**src/rtl/pipe_pkg.sv**
```systemverilog
// pipe_pkg: shared encodings for the ID-stage branch resolution logic.
//   - brsel operand-source encodings (register file / EX / MEM)
//   - funct3 branch condition codes
//   - branch resolution FSM state type
package pipe_pkg;

    // Operand source selects produced by the branch forwarding unit.
    // 2'b11 is unused by the forwarding unit and falls back to the regfile.
    localparam logic [1:0] BRSEL_RF  = 2'b00;
    localparam logic [1:0] BRSEL_EX  = 2'b01;
    localparam logic [1:0] BRSEL_MEM = 2'b10;

    // Conditional branch funct3 codes (010/011 are not branches: never taken)
    localparam logic [2:0] F3_BEQ  = 3'b000;
    localparam logic [2:0] F3_BNE  = 3'b001;
    localparam logic [2:0] F3_BLT  = 3'b100;
    localparam logic [2:0] F3_BGE  = 3'b101;
    localparam logic [2:0] F3_BLTU = 3'b110;
    localparam logic [2:0] F3_BGEU = 3'b111;

    typedef enum logic [0:0] {
        ST_RESOLVE = 1'b0,
        ST_STALL   = 1'b1
    } br_state_e;

endpackage

```
**src/rtl/branch_resolve_if.sv**
```systemverilog
// branch_resolve_if: bundles the ID-stage branch resolution signals.
//   master modport: pipeline side (drives instruction/operand info,
//                   receives stall/redirect/flush/target/counters)
//   slave modport : branch_resolve side
interface branch_resolve_if #(
    parameter int XLEN  = 32,
    parameter int CNT_W = 32
);
    logic             i_ifid_valid;
    logic [XLEN-1:0]  i_ifid_pc;
    logic             i_br;
    logic             i_jal;
    logic             i_jalr;
    logic [2:0]       i_funct3;
    logic [XLEN-1:0]  i_imm;
    logic [XLEN-1:0]  i_rs1_data;
    logic [XLEN-1:0]  i_rs2_data;
    logic [1:0]       i_rs1_brsel;
    logic [1:0]       i_rs2_brsel;
    logic [XLEN-1:0]  i_idex_alu_data;
    logic             i_idex_memrd;
    logic [XLEN-1:0]  i_exmem_data;
    logic             i_exmem_memrd;
    logic             o_stall;
    logic             o_redirect;
    logic [XLEN-1:0]  o_target;
    logic             o_flush_ifid;
    logic [CNT_W-1:0] o_br_cnt;
    logic [CNT_W-1:0] o_taken_cnt;

    modport master (
        output i_ifid_valid, i_ifid_pc, i_br, i_jal, i_jalr, i_funct3, i_imm,
               i_rs1_data, i_rs2_data, i_rs1_brsel, i_rs2_brsel,
               i_idex_alu_data, i_idex_memrd, i_exmem_data, i_exmem_memrd,
        input  o_stall, o_redirect, o_target, o_flush_ifid, o_br_cnt, o_taken_cnt
    );

    modport slave (
        input  i_ifid_valid, i_ifid_pc, i_br, i_jal, i_jalr, i_funct3, i_imm,
               i_rs1_data, i_rs2_data, i_rs1_brsel, i_rs2_brsel,
               i_idex_alu_data, i_idex_memrd, i_exmem_data, i_exmem_memrd,
        output o_stall, o_redirect, o_target, o_flush_ifid, o_br_cnt, o_taken_cnt
    );
endinterface

```
**src/rtl/branch_cmp.sv**
```systemverilog
// branch_cmp: combinational branch condition evaluator.
//   funct3 : branch condition code
//   op_a   : rs1 operand, op_b : rs2 operand
//   taken  : condition holds (0 for non-branch codes 010/011)
module branch_cmp
    import pipe_pkg::*;
#(
    parameter int XLEN = 32
) (
    input  logic [2:0]      funct3,
    input  logic [XLEN-1:0] op_a,
    input  logic [XLEN-1:0] op_b,
    output logic            taken
);
    logic eq;
    logic lt_s;
    logic lt_u;

    assign eq   = (op_a == op_b);
    assign lt_s = ($signed(op_a) < $signed(op_b));
    assign lt_u = (op_a < op_b);

    always_comb begin
        taken = 1'b0;
        case (funct3)
            F3_BEQ:  taken = eq;
            F3_BNE:  taken = ~eq;
            F3_BLT:  taken = lt_s;
            F3_BGE:  taken = ~lt_s;
            F3_BLTU: taken = lt_u;
            F3_BGEU: taken = ~lt_u;
            default: taken = 1'b0;
        endcase
    end
endmodule

```
**src/rtl/branch_resolve.sv**
```systemverilog
// branch_resolve: ID-stage branch/jump resolution.
//   i_clk, i_reset : clock, synchronous active-high reset
//   bus (slave)    : instruction info, operand sources and forwarding
//                    selects in; stall, PC redirect/target, IF/ID flush and
//                    resolved/taken performance counters out.
// A branch whose operand is still being produced by a load holds the front
// end (1 cycle if the load is in MEM, 2 if in EX). After the stall the
// forwarding selects read regfile and the write-through regfile supplies the
// value, so the FSM only needs to count cycles, not remember operands.
module branch_resolve
    import pipe_pkg::*;
#(
    parameter int XLEN  = 32,
    parameter int CNT_W = 32
) (
    input  logic         i_clk,
    input  logic         i_reset,
    branch_resolve_if.slave bus
);
    br_state_e        state_reg, state_next;
    logic [1:0]       scnt_reg, scnt_next;
    logic [CNT_W-1:0] br_cnt_reg, taken_cnt_reg;

    logic            act;
    logic            use_rs1, use_rs2;
    logic [1:0]      need_rs1, need_rs2, need;
    logic [XLEN-1:0] op1, op2;
    logic            cond;
    logic            taken;
    logic            resolving;

    assign act     = bus.i_ifid_valid & (bus.i_br | bus.i_jal | bus.i_jalr);
    assign use_rs1 = bus.i_br | bus.i_jalr;
    assign use_rs2 = bus.i_br;

    // Stall cycles required by each operand's pending load producer
    always_comb begin
        need_rs1 = 2'd0;
        if (use_rs1 && bus.i_rs1_brsel == BRSEL_EX && bus.i_idex_memrd)
            need_rs1 = 2'd2;
        else if (use_rs1 && bus.i_rs1_brsel == BRSEL_MEM && bus.i_exmem_memrd)
            need_rs1 = 2'd1;

        need_rs2 = 2'd0;
        if (use_rs2 && bus.i_rs2_brsel == BRSEL_EX && bus.i_idex_memrd)
            need_rs2 = 2'd2;
        else if (use_rs2 && bus.i_rs2_brsel == BRSEL_MEM && bus.i_exmem_memrd)
            need_rs2 = 2'd1;
    end

    assign need = (need_rs1 > need_rs2) ? need_rs1 : need_rs2;

    always_comb begin
        op1 = bus.i_rs1_data;
        case (bus.i_rs1_brsel)
            BRSEL_EX:  op1 = bus.i_idex_alu_data;
            BRSEL_MEM: op1 = bus.i_exmem_data;
            default:   op1 = bus.i_rs1_data;
        endcase
        op2 = bus.i_rs2_data;
        case (bus.i_rs2_brsel)
            BRSEL_EX:  op2 = bus.i_idex_alu_data;
            BRSEL_MEM: op2 = bus.i_exmem_data;
            default:   op2 = bus.i_rs2_data;
        endcase
    end

    branch_cmp #(.XLEN(XLEN)) u_cmp (
        .funct3 (bus.i_funct3),
        .op_a   (op1),
        .op_b   (op2),
        .taken  (cond)
    );

    assign taken     = bus.i_jal | bus.i_jalr | (bus.i_br & cond);
    assign resolving = (state_reg == ST_RESOLVE) & act & (need == 2'd0);

    assign bus.o_stall      = act & ((state_reg == ST_STALL) | (need != 2'd0));
    assign bus.o_redirect   = taken & resolving;
    assign bus.o_flush_ifid = taken & resolving;
    assign bus.o_target     = bus.i_jalr ? ((op1 + bus.i_imm) & ~{{(XLEN-1){1'b0}}, 1'b1})
                                         : (bus.i_ifid_pc + bus.i_imm);
    assign bus.o_br_cnt     = br_cnt_reg;
    assign bus.o_taken_cnt  = taken_cnt_reg;

    // scnt holds the stall cycles still owed after the current one; the
    // hazard-detect cycle itself is the first stall cycle.
    always_comb begin
        state_next = state_reg;
        scnt_next  = scnt_reg;
        case (state_reg)
            ST_RESOLVE: begin
                if (act && need != 2'd0) begin
                    scnt_next  = need - 2'd1;
                    state_next = (need == 2'd1) ? ST_RESOLVE : ST_STALL;
                end
            end
            ST_STALL: begin
                if (scnt_reg <= 2'd1) begin
                    scnt_next  = 2'd0;
                    state_next = ST_RESOLVE;
                end else begin
                    scnt_next = scnt_reg - 2'd1;
                end
            end
            default: begin
                state_next = ST_RESOLVE;
                scnt_next  = 2'd0;
            end
        endcase
    end

    always_ff @(posedge i_clk) begin
        if (i_reset) begin
            state_reg     <= ST_RESOLVE;
            scnt_reg      <= 2'd0;
            br_cnt_reg    <= '0;
            taken_cnt_reg <= '0;
        end else begin
            state_reg <= state_next;
            scnt_reg  <= scnt_next;
            if (resolving)
                br_cnt_reg <= br_cnt_reg + 1'b1;
            if (resolving && taken)
                taken_cnt_reg <= taken_cnt_reg + 1'b1;
        end
    end
endmodule

```
**src/flat_wrapper.sv**
```systemverilog
// flat-port wrapper written by rule: the top's interface ports become plain ports
module branch_resolve_flat import pipe_pkg::*;
#(
    parameter int XLEN  = 32,
    parameter int CNT_W = 32
)
  (i_clk, i_reset, bus_i_ifid_valid, bus_i_ifid_pc, bus_i_br, bus_i_jal, bus_i_jalr, bus_i_funct3, bus_i_imm, bus_i_rs1_data, bus_i_rs2_data, bus_i_rs1_brsel, bus_i_rs2_brsel, bus_i_idex_alu_data, bus_i_idex_memrd, bus_i_exmem_data, bus_i_exmem_memrd, bus_o_stall, bus_o_redirect, bus_o_target, bus_o_flush_ifid, bus_o_br_cnt, bus_o_taken_cnt);
  branch_resolve_if #(.XLEN(XLEN), .CNT_W(CNT_W)) bus_i ();
  input  logic i_clk;
  input  logic i_reset;
  input wire logic [$bits(bus_i.i_ifid_valid)-1:0] bus_i_ifid_valid;
  input wire logic [$bits(bus_i.i_ifid_pc)-1:0] bus_i_ifid_pc;
  input wire logic [$bits(bus_i.i_br)-1:0] bus_i_br;
  input wire logic [$bits(bus_i.i_jal)-1:0] bus_i_jal;
  input wire logic [$bits(bus_i.i_jalr)-1:0] bus_i_jalr;
  input wire logic [$bits(bus_i.i_funct3)-1:0] bus_i_funct3;
  input wire logic [$bits(bus_i.i_imm)-1:0] bus_i_imm;
  input wire logic [$bits(bus_i.i_rs1_data)-1:0] bus_i_rs1_data;
  input wire logic [$bits(bus_i.i_rs2_data)-1:0] bus_i_rs2_data;
  input wire logic [$bits(bus_i.i_rs1_brsel)-1:0] bus_i_rs1_brsel;
  input wire logic [$bits(bus_i.i_rs2_brsel)-1:0] bus_i_rs2_brsel;
  input wire logic [$bits(bus_i.i_idex_alu_data)-1:0] bus_i_idex_alu_data;
  input wire logic [$bits(bus_i.i_idex_memrd)-1:0] bus_i_idex_memrd;
  input wire logic [$bits(bus_i.i_exmem_data)-1:0] bus_i_exmem_data;
  input wire logic [$bits(bus_i.i_exmem_memrd)-1:0] bus_i_exmem_memrd;
  output wire logic [$bits(bus_i.o_stall)-1:0] bus_o_stall;
  output wire logic [$bits(bus_i.o_redirect)-1:0] bus_o_redirect;
  output wire logic [$bits(bus_i.o_target)-1:0] bus_o_target;
  output wire logic [$bits(bus_i.o_flush_ifid)-1:0] bus_o_flush_ifid;
  output wire logic [$bits(bus_i.o_br_cnt)-1:0] bus_o_br_cnt;
  output wire logic [$bits(bus_i.o_taken_cnt)-1:0] bus_o_taken_cnt;
  assign bus_i.i_ifid_valid = bus_i_ifid_valid;
  assign bus_i.i_ifid_pc = bus_i_ifid_pc;
  assign bus_i.i_br = bus_i_br;
  assign bus_i.i_jal = bus_i_jal;
  assign bus_i.i_jalr = bus_i_jalr;
  assign bus_i.i_funct3 = bus_i_funct3;
  assign bus_i.i_imm = bus_i_imm;
  assign bus_i.i_rs1_data = bus_i_rs1_data;
  assign bus_i.i_rs2_data = bus_i_rs2_data;
  assign bus_i.i_rs1_brsel = bus_i_rs1_brsel;
  assign bus_i.i_rs2_brsel = bus_i_rs2_brsel;
  assign bus_i.i_idex_alu_data = bus_i_idex_alu_data;
  assign bus_i.i_idex_memrd = bus_i_idex_memrd;
  assign bus_i.i_exmem_data = bus_i_exmem_data;
  assign bus_i.i_exmem_memrd = bus_i_exmem_memrd;
  assign bus_o_stall = bus_i.o_stall;
  assign bus_o_redirect = bus_i.o_redirect;
  assign bus_o_target = bus_i.o_target;
  assign bus_o_flush_ifid = bus_i.o_flush_ifid;
  assign bus_o_br_cnt = bus_i.o_br_cnt;
  assign bus_o_taken_cnt = bus_i.o_taken_cnt;
  branch_resolve #(.XLEN(XLEN), .CNT_W(CNT_W)) u_core (.i_clk(i_clk), .i_reset(i_reset), .bus(bus_i));
endmodule
```
**config.mk**
```make
export PLATFORM = sky130hd
export DESIGN_NAME = branch_resolve_flat
export DESIGN_NICKNAME = d
export VERILOG_FILES = /design/src/rtl/pipe_pkg.sv /design/src/rtl/branch_resolve_if.sv /design/src/rtl/branch_cmp.sv /design/src/rtl/branch_resolve.sv /design/src/flat_wrapper.sv
export SDC_FILE = /design/constraint.sdc
export NUM_CORES = 1
export LEC_CHECK = 0
export ABC_AREA = 0
export CORE_AREA = 8 8 181 183
export DETAILED_ROUTE_END_ITERATION = 12
export DIE_AREA = 0 0 189 191
export GPL_ROUTABILITY_DRIVEN = 0
export GPL_TIMING_DRIVEN = 0
export HOLD_SLACK_MARGIN = 0.03
export PLACE_DENSITY_LB_ADDON = 0.2
export RECOVER_POWER = 25
export SETUP_SLACK_MARGIN = 0.05
export SLEW_MARGIN = 10
export SYNTH_ARGS = -nofsm -noshare
export SYNTH_HDL_FRONTEND = slang
export SYNTH_SLANG_ARGS = --single-unit
```
**constraint.sdc**
```tcl
create_clock -name i_clk -period 7.14 [get_ports i_clk]
set_clock_uncertainty 0.2 [all_clocks]
set_input_delay 1.428 -clock i_clk [delete_from_list [all_inputs] [get_ports i_clk]]
set_output_delay 1.428 -clock i_clk [all_outputs]
set_load 0.02 [all_outputs]
```
==> impl_results.md, run 1 <==
- Yosys warning count: 0
- Routed Antenna Nets: 0
- Buffers on Ports: 303
- Initial antenna violation count: 13
- Drt drc: 0
- RSZ-0062 raised after global routing: true
- Commonest non-fill, non-tap cell in the layout: clkdlybuf4s50_1
- # rows: 64
- Final WS setup: 0.149 ns
- Vias in the first global route: 10.4k
- Post-synthesis sequential area ratio: 0.152
- Clock Path Buffers: 2
- Syn Inst Count: 1218
- Area grow syn2layout: 46.4%
- Clk pwr share: 0.245
- Die width: 189 um
- CTS root buffer: clkbuf_16
- Setup Viol. Count Final: 0
- CTS tree: done
- Flop pwr share: 0.209
- Initial DRT Pass Iterations: 5
- Core Util, Final: 0.431
- Number of synthesized register bits: 67
- Sum Neg Setup Slack: 0 ns
- Distinct cells, synth: 71
- Clock-pin slew on the worst setup and hold paths: 0.06 ns
- Post-synth EDFFs: 0
- Mapped Avg Cell Area: 7.26 um^2
- MaxCap Viol Count: 0
- DR iter-0 viols: 651
- Total CTS buffers: 9
- Most frequent cells in the layout: clkdlybuf4s50_1 (239), nor2_1 (125), a21oi_1 (114), ha_1 (100), nand2_1 (98)
- DRT Wirelength: 38400 um
- Slew Limit Headroom: 0.483
- Leak: 5.31 nW
- Post-Place Setup Slack: -1.53 ns
- Initial Util: 0.295
- Slew @ Worst Pin: 0.776 ns
- Global route total overflow: 0
- Worst EP required: 5.51 ns
- Post-DP HPWL: 32600 um
- Maximum clock frequency: 143 MHz
- Status: finished, final reports clean
- Switching share of power: 0.392
- Via/cell ratio: about 5.4
- Mapped Area: 8840 um^2
- Tmin final: 6.99 ns
- Gr usage total: 0.206
- Share of cells above drive strength 1: 0.0900
- Endpoints failing hold: 0
- Largest net degree at the start of global routing: 20
- Hold_buf cts: 0
- Net Switching: roughly 720 uW
- Non-filler cells in the finished layout: 1935
- Htree depth: 3
- Async set-reset flop share out of synthesis: 0
- Top FF cell, synth: dfxtp_1
- # placed instances: 1917
- Final worst-path cycle share: 0.979
- Total number of vias: 10.5k
- Avg WL per Cell: 19.9 um
- Post-Syn Nets: 1531
- First-pass GRT wire length: around 59000 um
- Max-slew violations: 0
- Design Area, Final: 12900 um^2
- CP Class: input pin to primary output
- Worst Setup Start Kind: input pin
- NumNets Final: around 1.8k
- Core area: 30000 um^2
- Power Density: 141 nW/um^2
- Crit path DAT: 5.36 ns
- Power share of the combinational group: 0.546
- Die area: 36100 um^2
- Io pins: about 310
- Worst vdd rail ir drop: 131 uV
- CTS sink count: between 60 and 70
- Die Height: 191 um
- Highest net fanout along the worst path: 10
- Hold Crit Class: flop to flop
- Crit end category: primary output
- Int Pwr: about 1.1 mW
- Placed cell area: 12400 um^2
- Later-pin clock latency in the skew report: 0.33 ns
-- kinds of logic after synthesis --
family,count (synthesis),synth area share
AOI/OAI and AO/OA,423,0.308
xor gates and xnor gates,75,0.0743
adders and majority gates,106,0.152
buffers and inverters,85,0.0406
DFF,67,0.152
muxes,19,0.0236
and+or+nand+nor,443,0.250
-- power by group through the flow --
stage | Sequential, mW | Combinational, mW | Clock [mW]
2_1_floorplan | 0.391 | 0.583 | 0
4_1_cts | 0.381 | 0.990 | 0.458
5_1_grt | 0.381 | 1.09 | 0.475
3_3_place_gp | 0.389 | 0.970 | 0
3_5_place_dp | 0.389 | 0.971 | 0
6_report | 0.381 | 0.995 | 0.447
-- critical path, cell delays in order --
cell	delay, ns
clkdlybuf4s50_1	0.49
inv_1	0.08
ha_4	0.26
clkbuf_8	0.17
clkbuf_8	0.17
nand2_1	0.06
o21a_1	0.17
inv_1	0.08
ha_1	0.31
a41oi_2	0.20
o31ai_4	0.15
a41o_1	0.24
a32oi_2	0.29
a31oi_4	0.15
o21a_1	0.20
o21a_1	0.18
or3_1	0.32
a31o_1	0.23
buf_2	0.16
-- path summary, 6_finish.rpt --
kind | slack (ns) | start | cells after the start | end
worst max-delay path | 0.15 | bus_i_rs1_brsel[0] | 19 | bus_o_target[25]
worst min-delay path | 0.29 | u_core.bus.o_taken_cnt[4]$_SDFFE_PP0P_ | 2 | u_core.bus.o_taken_cnt[4]$_SDFFE_PP0P_
worst max register to register | 4.09 | u_core.state_reg$_SDFF_PP0_ | 10 | u_core.bus.o_taken_cnt[29]$_SDFFE_PP0P_
worst min register to register | 0.29 | u_core.bus.o_taken_cnt[4]$_SDFFE_PP0P_ | 2 | u_core.bus.o_taken_cnt[4]$_SDFFE_PP0P_
-- area by class of cell --
| cell class | instances | area (um^2) |
|---|---|---|
| multi-input cells | 1066 | 7350 |
| repair buffers | 306 | 2990 |
| fillers | 3104 | 17100 |
| well taps | 396 | 495 |
| clock inverters | 6 | 63.8 |
| plain buffers | 49 | 348 |
| flip-flops and latches | 67 | 1340 |
| diodes | 6 | 15.0 |
| clock buffers | 10 | 239 |
| inverters | 29 | 109 |
-- routing by layer --
layer / GRT usage / wire, um
met4: 0.0595 / 1030
met3: 0.0383 / 2270
met2: 0.366 / 18700
met5: 0 / 91
met1: 0.249 / 16300
-- per-stage QoR --
step	hold WS [ns]	power, mW
after global routing	0.310	1.95
after detailed placement	0.283	1.36
after global placement	0.271	1.36
after floorplan	0.264	0.974
after CTS	0.291	1.83
final	0.287	1.82
-- Yosys cell counts (all sizes together) (3+ instances only) --
master	n	area share
nor2	126	0.054
a21oi	115	0.065
ha	104	0.15
nand2	98	0.042
o21ai	96	0.056
dfxtp	67	0.15
a22oi	64	0.054
clkbuf	42	0.018
a21o	41	0.035
nand3	39	0.022
xnor2	38	0.038
xor2	37	0.037
inv	29	0.012
nor3	25	0.014
o31ai	24	0.020
or3	23	0.016
nand4	22	0.016
nor2b	22	0.016
and3	20	0.014
mux2	15	0.019
buf	14	0.010
and2	12	0.0085
a31oi	11	0.0078
nand2b	11	0.0078
o21a	11	0.0093
or4	11	0.0093
a211oi	10	0.0085
and4	9	0.0089
or2	9	0.0064
o21bai	6	0.0051
o211ai	5	0.0042
o311ai	5	0.0078
a21boi	4	0.0034
a41oi	4	0.0040
mux2i	4	0.0045
nand3b	4	0.0034
nor3b	4	0.0034
o2111ai	4	0.0040
a221oi	3	0.0030
and3b	3	0.0030
o31a	3	0.0030
-- what timing repair did --
action | 4_1_cts | 5_1_grt
setup endpoints to repair | 30 | 23
buffers inserted | 2 | 1
gates resized for setup | 128 | 60
pin swaps | 9 | 5
Note: power is estimated with default switching activity, not from simulation.
==> run 2, diff against run 1 <==
Settings changed: CORE_AREA 8 8 181 183 to 8 8 177 179, DIE_AREA 0 0 189 191 to 0 0 185 187, SYNTH_HIERARCHICAL set to 1.
==> run 2 against run 1 <==
Net effect: the run now ends with negative setup slack left; via count is 5.4% lower; power rose by 1.4%; maximum frequency down 2.3%; register-to-register slack better by 0.10 ns; global-route usage decreased by 0.079 points; count of clock-buffer cells in the layout grew 1; highest routed layer unchanged.
==> impl_results.md, run 2 <==
- Syn Inst Count: 1174 (was 1218)
- Most frequent cell after synthesis: nand2_1 (was nor2_1)
- Share of cells above drive strength 1: 0.0885 (was 0.0900)
- DR iter-0 viols: 583 (was 651)
- Die area: 34600 um^2 (was 36100 um^2)
- Mapped Area: 8440 um^2 (was 8840 um^2)
- Clock Path Buffers: 2 (unchanged)
- Failing checks: negative setup slack
- Post-Syn Nets: 1487 (was 1531)
- Gr usage total: 0.205 (was 0.206)
- Mapped Avg Cell Area: 7.19 um^2 (was 7.26 um^2)
- Top FF cell, synth: dfxtp_1 (unchanged)
- CP Cell Sequence: clkdlybuf4s50_1, inv_1, ha_2, clkbuf_8, clkbuf_8, o21ai_2, ha_1, nand2_1, o211ai_1, o311ai_4, nor4_4, o211ai_1, and2_1, a211oi_2, nor3_1, a2111o_1, dlygate4sd2_1 (was clkdlybuf4s50_1, inv_1, ha_4, clkbuf_8, clkbuf_8, nand2_1, o21a_1, inv_1, ha_1, a41oi_2, o31ai_4, a41o_1, a32oi_2, a31oi_4, o21a_1, o21a_1, or3_1, a31o_1, buf_2)
- Worst vdd rail ir drop: 111 uV (was 131 uV)
- CTS root buffer: clkbuf_16 (unchanged)
- Number of synthesized register bits: 67 (unchanged)
- Routed Antenna Nets: 0 (unchanged)
- Area grow syn2layout: 51.3% (was 46.4%)
- Vias in the first global route: 9855 (was 10.4k)
- CP peak stage delay: 0.48 ns (was 0.49 ns)
- Worst Setup Start Kind: input pin (unchanged)
- Die width: 185 um (was 189 um)
- CP Class: input pin to primary output (unchanged)
- Top cell family by delay on the critical path: compound AO/OA/AOI/OAI gates (unchanged)
- Initial Util: 0.297 (was 0.295)
- Global route total overflow: 0 (unchanged)
- Buffers on Ports: 303 (unchanged)
- Power Density: 145 nW/um^2 (was 141 nW/um^2)
- Post-DP HPWL: 31500 um (was 32600 um)
- Commonest non-fill, non-tap cell in the layout: clkdlybuf4s50_1 (unchanged)
- Hold_buf cts: 0 (unchanged)
- Total number of vias: 9912 (was 10.5k)
- CP max-delay cell: clkdlybuf4s50_1 (unchanged)
- Slew Limit Headroom: 0.547 (was 0.483)
- Largest net degree at the start of global routing: 13 (was 20)
- Highest net fanout along the worst path: 10 (unchanged)
- Die Height: 187 um (was 191 um)
- # rows: 62 (was 64)
- NumNets Final: 1799 (was 1841)
- Post-synth EDFFs: 0 (unchanged)
- Crit path DAT: 5.53 ns (was 5.36 ns)
- Core area: 28400 um^2 (was 30000 um^2)
- Leak: 5.22 nW (was 5.31 nW)
- Htree depth: 3 (unchanged)
- Non-filler cells in the finished layout: 1881 (was 1935)
- Maximum clock frequency: 140 MHz (was 143 MHz)
- Top cells by area, synth: dfxtp_1 (16%), ha_1 (15%), xor2_1 (6.9%) (was dfxtp_1 (15%), ha_1 (15%), a21oi_1 (6.5%))
- First-pass GRT wire length: 55800 um (was 58900 um)
- CTS sink count: 67 (unchanged)
- RSZ-0062 raised after global routing: true (unchanged)
- MaxCap Viol Count: 0 (unchanged)
- Avg WL per Cell: 19.8 um (was 19.9 um)
- Worst EP required: 5.51 ns (about the same)
- CTS tree: done (unchanged)
- Hold Crit Class: flop to flop (unchanged)
- Drt drc: 0 (unchanged)
- Tmin final: 7.15 ns (was 6.99 ns)
- DRT Wirelength: 37200 um (was 38400 um)
- Top cell type by total area after synthesis: dfxtp_1 (unchanged)
- Distinct cells, synth: 74 (was 71)
- Synth top area share: 0.159 (was 0.152)
- Crit end category: primary output (unchanged)
- Total CTS buffers: 9 (unchanged)
- Most frequent cells in the layout: clkdlybuf4s50_1 (246), nand2_1 (136), nor2_1 (96), ha_1 (95), a21oi_1 (78) (was clkdlybuf4s50_1 (239), nor2_1 (125), a21oi_1 (114), ha_1 (100), nand2_1 (98))
- Via/cell ratio: 5.27 (was 5.41)
- Post-Place Setup Slack: -1.24 ns (was -1.53 ns)
- Final WS setup: -0.0136 ns (was 0.149 ns)
- Status: complete, but fails checks (was finished, final reports clean)
- Post-synthesis sequential area ratio: 0.159 (was 0.152)
- Slew @ Worst Pin: 0.680 ns (was 0.776 ns)
- Yosys warning count: 6 (was 0)
- Final worst-path cycle share: 1.00 (was 0.979)
- Endpoints failing hold: 0 (unchanged)
- Async set-reset flop share out of synthesis: 0 (unchanged)
- Setup Viol. Count Final: 1 (was 0)
- Io pins: 306 (unchanged)
- Core Util, Final: 0.449 (was 0.431)
- Sum Neg Setup Slack: -0.0136 ns (was 0 ns)
- Reg2Reg Launch Point: u_core/state_reg$_SDFF_PP0_ (was u_core.state_reg$_SDFF_PP0_)
- Initial antenna violation count: 10 (was 13)
- Initial DRT Pass Iterations: 6 (was 5)
- Later-pin clock latency in the skew report: 0.33 ns (about the same)
- Min-delay src: u_core/bus.o_br_cnt[31]$_SDFFE_PP0P_ (was u_core.bus.o_taken_cnt[4]$_SDFFE_PP0P_)
- Commonest cells post-synth: nand2_1 (136), ha_1 (104), o21ai_0 (100) (was nor2_1 (125), a21oi_1 (115), ha_1 (104))
- Max-slew violations: 0 (unchanged)
- # placed instances: 1861 (was 1917)
- CP bufs+invs: 5 (was 6)
- Clock-pin slew on the worst setup and hold paths: 0.05 ns (was 0.06 ns)
- Crit path from: bus_i_rs1_brsel[0] (unchanged)
==> run 2: changes by cell type in the layout (fill, tap and decap cells not counted), sizes merged, moves of 9 or more <==
cell	delta
mux2	-15
nand2	+38
inv	+28
a21o	-15
o21ai	+29
nor2	-29
o31ai	-13
nor2b	-11
xor2	+29
or4	-9
and3	-9
a21oi	-30
==> run 2: power by group <==
group | internal (mW) | switching [mW] | total (mW)
clock | 0.282 | 0.163 | 0.445
combinational | 0.464 | 0.558 | 1.02
sequential | 0.378 | 0.00379 | 0.382
total | 1.12 | 0.725 | 1.85
==> run 2: layout make-up <==
type / instances / area, um^2
flip-flops and latches: 67 / 1340
repair buffers: 307 / 3040
clock inverters: 5 / 61.3
diodes: 6 / 15.0
multi-input cells: 1001 / 7060
plain buffers: 43 / 304
clock buffers: 11 / 243
fillers: 2948 / 15600
well taps: 384 / 480
inverters: 57 / 214
==> run 2: stage by stage <==
step	total power, mW	hold slack [ns]	area (um^2)
global placement	1.34	0.275	11900
floorplan	0.957	0.256	8440
finish	1.85	0.284	12800
CTS	1.85	0.291	12700
detailed placement	1.34	0.283	11900
global route	1.97	0.316	12800
==> run 2: timing repair <==
action,in CTS,in global routing
pin swaps,6,5
endpoints found under the setup margin,38,17
resized for setup,166,36
setup buffers,4,0
==> run 2: worst paths after layout <==
path / cells past startpoint / endpoint / slack (ns)
worst max-delay path: 17 / bus_o_target[31] / -0.01
worst min-delay path: 2 / u_core/bus.o_br_cnt[31]$_SDFFE_PP0P_ / 0.28
worst max register to register: 9 / u_core/bus.o_br_cnt[30]$_SDFFE_PP0P_ / 4.19
worst min register to register: 2 / u_core/bus.o_br_cnt[31]$_SDFFE_PP0P_ / 0.28
==> run 2: cell families (layout without fill, tap and decap cells) <==
kind of cell,after synthesis,in the layout,share of synthesized area
other,0,6,0
adder cells (fa/ha/maj),106,106,0.159
buffers and inverters,106,423,0.0479
XOR/XNOR,102,102,0.106
multiplexers,6,6,0.00712
AO/OA/AOI/OAI,383,383,0.290
AND/OR/NAND/NOR,404,404,0.231
flip-flops,67,67,0.159
==> run 2: worst min-delay path, delay by kind of cell, from the launching register on <==
| kind | cells | cell delay (ns) |
|---|---|---|
| flip-flops | 1 | 0.31 |
| AO/OA/AOI/OAI | 2 | 0.13 |
==> run 2: layer usage <==
layer	global-route usage	up-vias	wire length, um
met5	0	-	35
met4	0.0400	6	596
met3	0.0542	40	2890
met2	0.347	360	17300
met1	0.257	4583	16300
li1	-	4923	-
==> run 3, diff against run 2 <==
--- a/config.mk
+++ b/config.mk
@@ -8,2 +8,3 @@
 export ABC_AREA = 0
+export CAP_MARGIN = 30
 export CORE_AREA = 8 8 177 179
==> constraint.sdc (replaced) <==
create_clock -name i_clk -period 7.14 [get_ports i_clk]
set_clock_uncertainty 0.2 [all_clocks]
set_input_delay 1.785 -clock i_clk [delete_from_list [all_inputs] [get_ports i_clk]]
set_output_delay 1.785 -clock i_clk [all_outputs]
set_load 0.02 [all_outputs]
==> run 3 against run 2 <==
Net effect: the run still ends with negative setup slack left; maximum frequency rose by 0.13%; first-iteration DRC count increased by 3.6%; count of clock-buffer cells in the layout stayed put; sequential share of layout area fell by 1.1 points; die area did not move; non-clock buffer count increased by 51; worst hold slack hardly changed; critical endpoint is now bus_o_redirect; largest cell class unchanged; largest power group unchanged.
==> impl_results.md, run 3 (synthesis results as in run 2) <==
- Status: complete, but fails checks (unchanged)
- Failing checks: negative setup slack (unchanged)
- Maximum clock frequency: 140 MHz (about the same)
- Post-Place Setup Slack: -1.95 ns (was -1.24 ns)
- Worst EP required: 5.16 ns (was 5.51 ns)
- Die area: 34600 um^2 (unchanged)
- Initial antenna violation count: 9 (was 10)
- NumNets Final: 1850 (was 1799)
- Highest net fanout along the worst path: 6 (was 10)
- CTS sink count: 67 (unchanged)
- Min-delay src: u_core/bus.o_br_cnt[31]$_SDFFE_PP0P_ (unchanged)
- Final WS setup: -0.00408 ns (was -0.0136 ns)
- Final worst-path cycle share: 1.00 (about the same)
- Area grow syn2layout: 69.3% (was 51.3%)
- Clk pwr share: 0.217 (was 0.241)
- Placed cell area: 11900 um^2 (unchanged)
- Buffers on Ports: 303 (unchanged)
- MaxCap Viol Count: 0 (unchanged)
- RSZ-0062 raised after global routing: true (unchanged)
- Hold depth: 2 (unchanged)
- Crit path DAT: 5.16 ns (was 5.53 ns)
- Design Area, Final: 14300 um^2 (was 12800 um^2)
- Register area: 1340 um^2 (unchanged)
- CTS root buffer: clkbuf_16 (unchanged)
- DRT Wirelength: 39100 um (was 37200 um)
- Tmin final: 7.14 ns (was 7.15 ns)
- Power Density: 144 nW/um^2 (was 145 nW/um^2)
- Initial Util: 0.297 (unchanged)
- Endpoints failing hold: 0 (unchanged)
- Crit end category: primary output (unchanged)
- Post-DP HPWL: 31500 um (unchanged)
- Global route total overflow: 0 (unchanged)
- Die Height: 187 um (unchanged)
- DR iter-0 viols: 604 (was 583)
- Total number of vias: 10.2k (was 9912)
- Worst hold slack: 0.284 ns (about the same)
- Later-pin clock latency in the skew report: 0.33 ns (about the same)
- Htree depth: 3 (unchanged)
- Reg2Reg Depth: 9 (unchanged)
- Hold_buf cts: 0 (unchanged)
- Hold endpoint: u_core/bus.o_br_cnt[31]$_SDFFE_PP0P_ (unchanged)
- Switching share of power: 0.394 (was 0.392)
- Worst vdd rail ir drop: 111 uV (about the same)
- Reg2Reg Launch Point: u_core/state_reg$_SDFF_PP0_ (unchanged)
- Die width: 185 um (unchanged)
- First-pass GRT wire length: 57600 um (was 55800 um)
- Hold Crit Class: flop to flop (unchanged)
- Int Pwr: 1.24 mW (was 1.12 mW)
- Slew Limit Headroom: 0.560 (was 0.547)
- Core area: 28400 um^2 (unchanged)
- Max-slew violations: 0 (unchanged)
- # rows: 62 (unchanged)
- Net Switching: 809 uW (was 725 uW)
- Gr usage total: 0.212 (was 0.205)
- Power share of the combinational group: 0.597 (was 0.553)
- Io pins: 306 (unchanged)
- R2r setup slk: 4.24 ns (was 4.19 ns)
- Clock-pin slew on the worst setup and hold paths: 0.05 ns (about the same)
- Via/cell ratio: 5.29 (was 5.27)
- Reg2reg end: u_core/bus.o_br_cnt[30]$_SDFFE_PP0P_ (unchanged)
- Flop pwr share: 0.186 (was 0.206)
- CP Class: input pin to primary output (unchanged)
- Clock Path Buffers: 2 (unchanged)
- Avg WL per Cell: 20.2 um (was 19.8 um)
- Initial DRT Pass Iterations: 5 (was 6)
- Setup Viol. Count Final: 1 (unchanged)
- Fill count: 2764 (was 2948)
- Commonest non-fill, non-tap cell in the layout: clkdlybuf4s50_1 (unchanged)
- Share of cells above drive strength 1: 0.195 (was 0.0885)
- Leak: 5.69 nW (was 5.22 nW)
- CTS tree: done (unchanged)
- Largest net degree at the start of global routing: 13 (unchanged)
- Drt drc: 0 (unchanged)
- Total CTS buffers: 9 (unchanged)
- Most frequent cells in the layout: clkdlybuf4s50_1 (233), nand2_1 (124), nor2_1 (96), ha_1 (73), a21oi_1 (68) (was clkdlybuf4s50_1 (246), nand2_1 (136), nor2_1 (96), ha_1 (95), a21oi_1 (78))
- Slew @ Worst Pin: 0.655 ns (was 0.680 ns)
- Worst Setup Start Kind: input pin (unchanged)
- Routed Antenna Nets: 0 (unchanged)
- Multi-input logic area: 7920 um^2 (was 7060 um^2)
- Vias in the first global route: 10.2k (was 9855)
[run 3: cell types whose count changed in the layout (fill, tap and decap cells not counted), sizes merged]
cell | previous run | this run
clkdlybuf4s50 | 246 | 233
buf | 14 | 80
dlymetal6s2s | 4 | 3
dlygate4sd2 | 6 | 10
clkdlybuf4s15 | 2 | 1
clkbuf | 49 | 45
[run 3: timing repair]
| item | 4_1_cts | 5_1_grt |
|---|---|---|
| endpoints found under the setup margin | 61 | 23 |
| setup buffers | 23 | 29 |
| cloned | 3 | 1 |
| pin swaps | 51 | 69 |
| gates resized for setup | 374 | 100 |
[run 3: final cells by class]
cell class | count | area share
inverters | 57 | 0.0152
diodes | 6 | 0.00105
clock inverters | 5 | 0.00429
clock buffers | 11 | 0.0170
well taps | 384 | 0.0336
repair buffers | 358 | 0.243
multi-input cells | 1001 | 0.555
plain buffers | 43 | 0.0371
flip-flops and latches | 67 | 0.0939
[run 3: worst max path at each step]
stage,from,end,slack (ns),depth (start not counted)
CTS,bus_i_rs1_brsel[0],bus_o_target[31],-0.03,17
global placement,bus_i_rs1_brsel[0],bus_o_target[30],-1.89,17
finish,bus_i_rs1_brsel[0],bus_o_redirect,-0.004,18
detailed placement,bus_i_rs1_brsel[1],bus_o_target[31],-1.95,17
floorplan,bus_i_rs1_brsel[0],bus_o_redirect,0.07,15
global route,bus_i_rs1_brsel[0],bus_o_target[30],-0.11,18
[run 3: through the flow]
step / instances / util / TNS (ns) / power [mW]
3_5_place_dp: 1861 / 0.421 / -56.79 / 1.34
4_1_cts: 1897 / 0.487 / -0.0384 / 1.98
3_3_place_gp: 1861 / 0.421 / -55.26 / 1.34
2_1_floorplan: 1174 / - / 0 / 0.957
5_1_grt: 1931 / 0.503 / -0.339 / 2.17
6_report: 1932 / 0.503 / -0.00408 / 2.05
[run 3: per-layer routing]
layer / up-vias / GRT usage / wire length [um]
li1: 5020 / - / -
met1: 4765 / 0.259 / 16700
met2: 380 / 0.359 / 18400
met3: 56 / 0.0591 / 3050
met4: 4 / 0.0517 / 880
met5: - / 0 / 18
[run 3: power groups by stage]
stage | Sequential [mW] | Combinational (mW) | Clock (mW)
after CTS | 0.382 | 1.14 | 0.456
after global routing | 0.382 | 1.31 | 0.473
after global placement | 0.390 | 0.949 | 0
after detailed placement | 0.390 | 0.955 | 0
final | 0.382 | 1.23 | 0.444
after floorplan | 0.392 | 0.564 | 0
[run 3: worst max-delay path, cell delays in order]
cell       delay [ns]
buf_8            0.08
inv_4            0.03
ha_4             0.25
buf_4            0.14
clkbuf_8         0.16
clkbuf_16        0.17
o21ai_4          0.17
ha_1             0.28
a21oi_2          0.15
o21ai_2          0.08
a221oi_2         0.34
o22ai_2          0.12
or4_1            0.52
a31o_1           0.27
a211oi_2         0.25
nor3_2           0.08
buf_4            0.17
buf_6            0.12
